`config.mk`:
```
export PLATFORM = sky130hd
export DESIGN_NAME = input_conditioner
export DESIGN_NICKNAME = d
export VERILOG_FILES = /design/src/rtl/input_cond_pkg.sv /design/src/rtl/button_channel.sv /design/src/rtl/input_conditioner.sv
export SDC_FILE = /design/constraint.sdc
export NUM_CORES = 1
export LEC_CHECK = 0
export ABC_AREA = 0
export ABC_CLOCK_PERIOD_IN_PS = 1920
export CORE_ASPECT_RATIO = 0.8
export CORE_UTILIZATION = 41
export DETAILED_ROUTE_END_ITERATION = 10
export PLACE_DENSITY = 0.67
export SYNTH_ARGS = -nofsm -noshare
export SYNTH_HDL_FRONTEND = slang
export SYNTH_HIERARCHICAL = 1
export SYNTH_SLANG_ARGS = --single-unit
```
`constraint.sdc`:
```
create_clock -name clk_i -period 1.92 [get_ports clk_i]
set_input_delay 0.384 -clock clk_i [delete_from_list [all_inputs] [get_ports clk_i]]
set_output_delay 0.384 -clock clk_i [all_outputs]
set_load 0.03 [all_outputs]
```
`src/rtl/input_cond_pkg.sv`:
```
// Shared types and helpers for the operator input conditioner.
package input_cond_pkg;

    // Per-button hold state.
    typedef enum logic [1:0] {
        IDLE = 2'd0,
        HELD = 2'd1,
        LONG = 2'd2
    } btn_state_t;

    // Counter width for a counter holding values 0..n-1, never below 1 bit.
    function automatic int cnt_w(input int n);
        return (n < 2) ? 1 : $clog2(n);
    endfunction

endpackage

```
`src/rtl/button_channel.sv`:
```
// One input channel: synchroniser, tick-based debouncer, press/hold FSM.
module button_channel
    import input_cond_pkg::*;
#(
    parameter int DEB_TICKS  = 4,
    parameter int LONG_TICKS = 200
) (
    input  logic clk_i,
    input  logic reset_i,
    input  logic tick_i,
    input  logic btn_i,
    output logic level_o,
    output logic press_o,
    output logic release_o,
    output logic long_press_o
);

    localparam int DW = cnt_w(DEB_TICKS + 1);
    localparam int HW = cnt_w(LONG_TICKS + 1);
    localparam logic [DW-1:0] DEB_LAST  = DW'(DEB_TICKS - 1);
    localparam logic [HW-1:0] HOLD_LAST = HW'(LONG_TICKS - 1);
    localparam logic [HW-1:0] HOLD_MAX  = HW'(LONG_TICKS);

    logic          sync1_q, sync2_q;
    logic [DW-1:0] deb_q, deb_d;
    logic          level_q, level_d;
    logic          press_q, release_q, long_q;
    logic          press_d, release_d, long_d;
    logic [HW-1:0] hold_q, hold_d;
    btn_state_t    state_q, state_d;

    logic differ, flip, count_en;

    assign differ   = (sync2_q != level_q);
    // The tick that completes qualification flips the level.
    assign flip     = tick_i && differ && (deb_q == DEB_LAST);
    // A tick that drops the level does not also count toward a long press.
    assign count_en = tick_i && level_q && !flip;

    // Two-flop synchroniser for the raw pin.
    always_ff @(posedge clk_i or posedge reset_i) begin
        if (reset_i) begin
            sync1_q <= 1'b0;
            sync2_q <= 1'b0;
        end else begin
            sync1_q <= btn_i;
            sync2_q <= sync1_q;
        end
    end

    // Debounce: count ticks where the sample disagrees with the level.
    always_comb begin
        deb_d     = deb_q;
        level_d   = level_q;
        if (tick_i) begin
            if (!differ) begin
                deb_d = '0;
            end else if (deb_q == DEB_LAST) begin
                deb_d   = '0;
                level_d = ~level_q;
            end else begin
                deb_d = deb_q + 1'b1;
            end
        end
        press_d   = flip && !level_q;
        release_d = flip &&  level_q;
    end

    // FSM state register.
    always_ff @(posedge clk_i or posedge reset_i) begin
        if (reset_i) state_q <= IDLE;
        else         state_q <= state_d;
    end

    // FSM next state.
    always_comb begin
        state_d = state_q;
        unique case (state_q)
            IDLE: if (press_q) state_d = HELD;
            HELD: begin
                if (!level_q)                                state_d = IDLE;
                else if (count_en && (hold_q == HOLD_LAST))  state_d = LONG;
            end
            LONG: if (!level_q) state_d = IDLE;
            default: state_d = IDLE;
        endcase
    end

    // FSM outputs: long-press pulse and saturating hold counter.
    always_comb begin
        long_d = (state_q == HELD) && count_en && (hold_q == HOLD_LAST);
        hold_d = hold_q;
        if (state_q == IDLE)
            hold_d = '0;
        else if ((state_q == HELD) && count_en && (hold_q != HOLD_MAX))
            hold_d = hold_q + 1'b1;
    end

    // Registered level, counters and event pulses.
    always_ff @(posedge clk_i or posedge reset_i) begin
        if (reset_i) begin
            deb_q     <= '0;
            level_q   <= 1'b0;
            press_q   <= 1'b0;
            release_q <= 1'b0;
            long_q    <= 1'b0;
            hold_q    <= '0;
        end else begin
            deb_q     <= deb_d;
            level_q   <= level_d;
            press_q   <= press_d;
            release_q <= release_d;
            long_q    <= long_d;
            hold_q    <= hold_d;
        end
    end

    assign level_o      = level_q;
    assign press_o      = press_q;
    assign release_o    = release_q;
    assign long_press_o = long_q;

endmodule

```
`src/rtl/input_conditioner.sv`:
```
// Operator input front end: shared tick prescaler plus N_CH button channels.
module input_conditioner
    import input_cond_pkg::*;
#(
    parameter int N_CH       = 5,
    parameter int CLK_DIV    = 50000,
    parameter int DEB_TICKS  = 4,
    parameter int LONG_TICKS = 200
) (
    input  logic            clk_i,
    input  logic            reset_i,
    input  logic [N_CH-1:0] in_btn_i,
    output logic            tick_o,
    output logic [N_CH-1:0] level_o,
    output logic [N_CH-1:0] press_o,
    output logic [N_CH-1:0] release_o,
    output logic [N_CH-1:0] long_press_o
);

    localparam int PW = cnt_w(CLK_DIV);
    localparam logic [PW-1:0] PRE_LAST = PW'(CLK_DIV - 1);

    logic [PW-1:0] pre_q, pre_d;
    logic          tick_q;

    // Prescaler wraps at CLK_DIV-1.
    always_comb begin
        pre_d = (pre_q == PRE_LAST) ? '0 : pre_q + 1'b1;
    end

    // Registered tick, high the cycle after the prescaler hits its last count.
    always_ff @(posedge clk_i or posedge reset_i) begin
        if (reset_i) begin
            pre_q  <= '0;
            tick_q <= 1'b0;
        end else begin
            pre_q  <= pre_d;
            tick_q <= (pre_q == PRE_LAST);
        end
    end

    assign tick_o = tick_q;

    for (genvar g = 0; g < N_CH; g++) begin : g_ch
        button_channel #(
            .DEB_TICKS  (DEB_TICKS),
            .LONG_TICKS (LONG_TICKS)
        ) u_ch (
            .clk_i        (clk_i),
            .reset_i      (reset_i),
            .tick_i       (tick_q),
            .btn_i        (in_btn_i[g]),
            .level_o      (level_o[g]),
            .press_o      (press_o[g]),
            .release_o    (release_o[g]),
            .long_press_o (long_press_o[g])
        );
    end

endmodule

```
==> flow_summary_export.csv <==
group,metric,value,unit
placement,placed_cell_area,6080,sq um
power,p_leak,2.60,nW
placement,finalWeightedCongestion,0.886,
die,initial_core_util,42.6,%
clocking,clock_path_buffers,2,
clocking,path_clk_slew,70,ps
worst_setup_path,path_cells,"ha_1 > nor3b_1 > or2_4 > or4_1 > a21oi_1",
worst_setup_path,required,2190,ps
detailed_routing,vias,4063,
clocking,cts.root.buffer_cell,"clkbuf_16",
clocking,cts_tree,"done",
worst_setup_path,crit_type,"register to register",
sta,setup_tns,0,ps
detailed_routing,vias_per_cell,5.39,
global_routing,grt_pass1_vias,3912,
finish,nets,597,
global_routing,track_usage,15.8,%
worst_setup_path,cp.arrival,2100,ps
clocking,clock_sinks,112,
die,pin_count,28,
sta,clock_skew,5.90,ps
placement,numPortBuffers,27,
clocking,h-tree-depth,3,
worst_setup_path,cp-end-kind,"register",
placement,dpl.hpwl,7150,um
yosys,post-synth-top-area-cell,"dfrtp_1",
finish,nFillCells,1194,
worst_setup_path,max_stage_delay,510,ps
worst_setup_path,cp_max_fo,6,
die,rows,37,
global_routing,grt_pass1_wl,18100,um
yosys,synth_top_area_share,50.5,%
clocking,post-cts-setup-buffers,0,
yosys,synth_nets,560,
detailed_routing,drc,0,
yosys,ys_async_sr_fraction,100,%
yosys,yosysWarningCount,6,
finish,fin_cells,754,
worst_setup_path,cp_slowest_cell,"or4_1",
yosys,synthTopCellsByCount,"dfrtp_1, nand2_1, nand3_1",
power,p_total,4.36,mW
global_routing,antenna_found_initial,0,
yosys,synth_ff_type,"dfrtp_1",
finish,syn2layout_area_growth,15.2,%
detailed_routing,drt_iter0_drc,236,
placement,dp.cells,738,
worst_setup_path,critPathTopFamily,"simple AND/OR/NAND/NOR gates",
finish,finalCoreUtilization,49.0,%
sta,finalSetupViolCount,0,
die,die_w,132,um
run_status,status,"finished, final reports clean",
yosys,ys_ff_latch,112,
detailed_routing,drt_pass1_iterations,5,
yosys,synthCells,537,
flow_run,max_cap_violations,0,
global_routing,grt_start_max_net_pins,20,
hold_path,hold_path.class,"register to register",
finish,final_layout_size_suffix_gt1_share,10.5,%
sta,hold_violations,0,
yosys,netlist_area,5560,sq um
die,die-area,14000,sq um
sta,slew_violations,0,
detailed_routing,routed_wl,10100,um
finish,finalInstanceArea,6400,sq um
sta,grt_setup_unrepaired,"false",
die,die_y,106,um
detailed_routing,wl_per_cell,13.4,um
yosys,yosysMostFrequentCell,"dfrtp_1",
yosys,seq_area_frac_synth,50.5,%
sta,worst_pin_slew,576,ps
power,power.density,681,nW/um^2
sta,finalCritPeriodShare,95.3,%
yosys,syn_area_per_cell,10.3,sq um
clocking,clkLatencyLatePin,350,ps
sta,relSlewSlack,61.4,%
global_routing,grt_overflow,0,
worst_setup_path,worst-path-buf-inv,0,
sta,max_freq,547,MHz
detailed_routing,ant_nets,0,
yosys,synth.distinct_cells,50,
worst_setup_path,cp-start-kind,"register",
finish,antenna_cells,0,
yosys,synth_edf_count,0,
die,core,13100,sq um
sta,period_minus_slack,1830,ps
power,ir_drop,430,uV
yosys,synth_area_leaders,"dfrtp_1, mux2i_1, ha_1, nand2_1, nand3_1",
clocking,cts_made_buffers,9,
[per-layer routing]
layer	global-route usage, %	vias to the layer above	part of all wire [%]
met4	4.65	0	0.65
met2	23.8	92	45
met5	0	-	0
li1	-	1983	-
met1	22.4	1981	50
met3	4.05	7	4.2
[cell usage in the layout (no fill, tap or decap), drive strengths merged, types with 3 or more instances in the layout]
cell type      netlist  final
inv                 26     26
or2                  9      9
or3                  4      4
a21oi               20     20
o31ai               14     14
or4                  4      4
nor3b               15     15
o21a                 5      5
nor4                19     19
mux2                 5      5
clkinv               0      3
xnor2               13     13
nor2b               10     10
dfrtp              112    112
nor3                11     11
nand4bb              5      5
mux2i               22     22
nand3               29     29
ha                  16     16
clkbuf               4     12
clkdlybuf4s50        0     24
nand4               20     20
nand2               50     50
o21ai               23     23
o31a                 5      5
nand3b              10     10
o22ai                5      5
xor2                 7      7
nor2                21     21
buf                 16     20
nand2b              16     16
and2                13     13
[metrics by stage]
step / setup WS (ps) / hold slack, ps
floorplan: 124 / 310
global placement: 89.1 / 333
detailed placement: 28.7 / 336
CTS: 13.7 / 354
global route: 2.25 / 368
finish: 90.2 / 349
[flip-flops by register name, indices dropped and copies added, names as in the netlist]
signal,cells
g_ch.u_ch/hold_q,40
pre_q,16
g_ch.u_ch/deb_q,15
g_ch.u_ch/state_q,10
g_ch.u_ch/level_o,5
g_ch.u_ch/long_press_o,5
g_ch.u_ch/press_o,5
g_ch.u_ch/release_o,5
g_ch.u_ch/sync1_q,5
g_ch.u_ch/sync2_q,5
tick_o,1
[repair_timing]
item                                    CTS  global route
endpoints found under the setup margin    2            14
gates resized for setup                   2             9
hold buffers                              0             0
pin swaps                                 0             1
[power by group]
group / switching, mW / internal [mW]
Sequential: 0.00947 / 2.37
Clock: 0.815 / 1.09
Combinational: 0.0536 / 0.0249
[cells by family (layout without fill, tap and decap cells)]
logic type	Yosys count	after routing	synth area share, %
simple gates	243	243	25.8
flops	112	112	50.5
compound gates	73	73	8.31
buf+inv	46	88	3.72
mux	27	27	4.98
xor+xnor	20	20	3.15
fa+ha+maj	16	16	3.60
[worst reg2reg max path: stages (launching register included)]
cell	delay (ps)
dfrtp_1	400
ha_1	240
nor3b_1	170
or2_4	290
or4_1	510
a21oi_1	150
[final cells by class]
type | instances | area [sq um] | share of cell area, %
well taps | 175 | 219 | 3.42
clock inverters | 4 | 52.6 | 0.821
inverters | 26 | 97.6 | 1.52
multi-input cells | 379 | 2560 | 40.0
repair buffers | 46 | 408 | 6.37
clock buffers | 12 | 256 | 4.01
flip-flops and latches | 112 | 2800 | 43.8
[final timing paths]
path                                                   startpoint                                  to  slack (ps)  depth (start not counted)
worst max-delay path            g_ch[1].u_ch/deb_q[0]$_DFFE_PP0P_  g_ch[1].u_ch/hold_q[5]$_DFFE_PP0P_          90                          5
worst min-delay path               g_ch[0].u_ch/sync1_q$_DFF_PP0_      g_ch[0].u_ch/sync2_q$_DFF_PP0_         350                          0
worst max register to register  g_ch[1].u_ch/deb_q[0]$_DFFE_PP0P_  g_ch[1].u_ch/hold_q[5]$_DFFE_PP0P_          90                          5
worst min register to register     g_ch[0].u_ch/sync1_q$_DFF_PP0_      g_ch[0].u_ch/sync2_q$_DFF_PP0_         350                          0
max in group asynchronous                                 reset_i                    tick_o$_DFF_PP0_        1070                          3
min in group asynchronous                                 reset_i                 pre_q[12]$_DFF_PP0_         420                          2
Note: power is estimated with default switching activity, not from simulation.
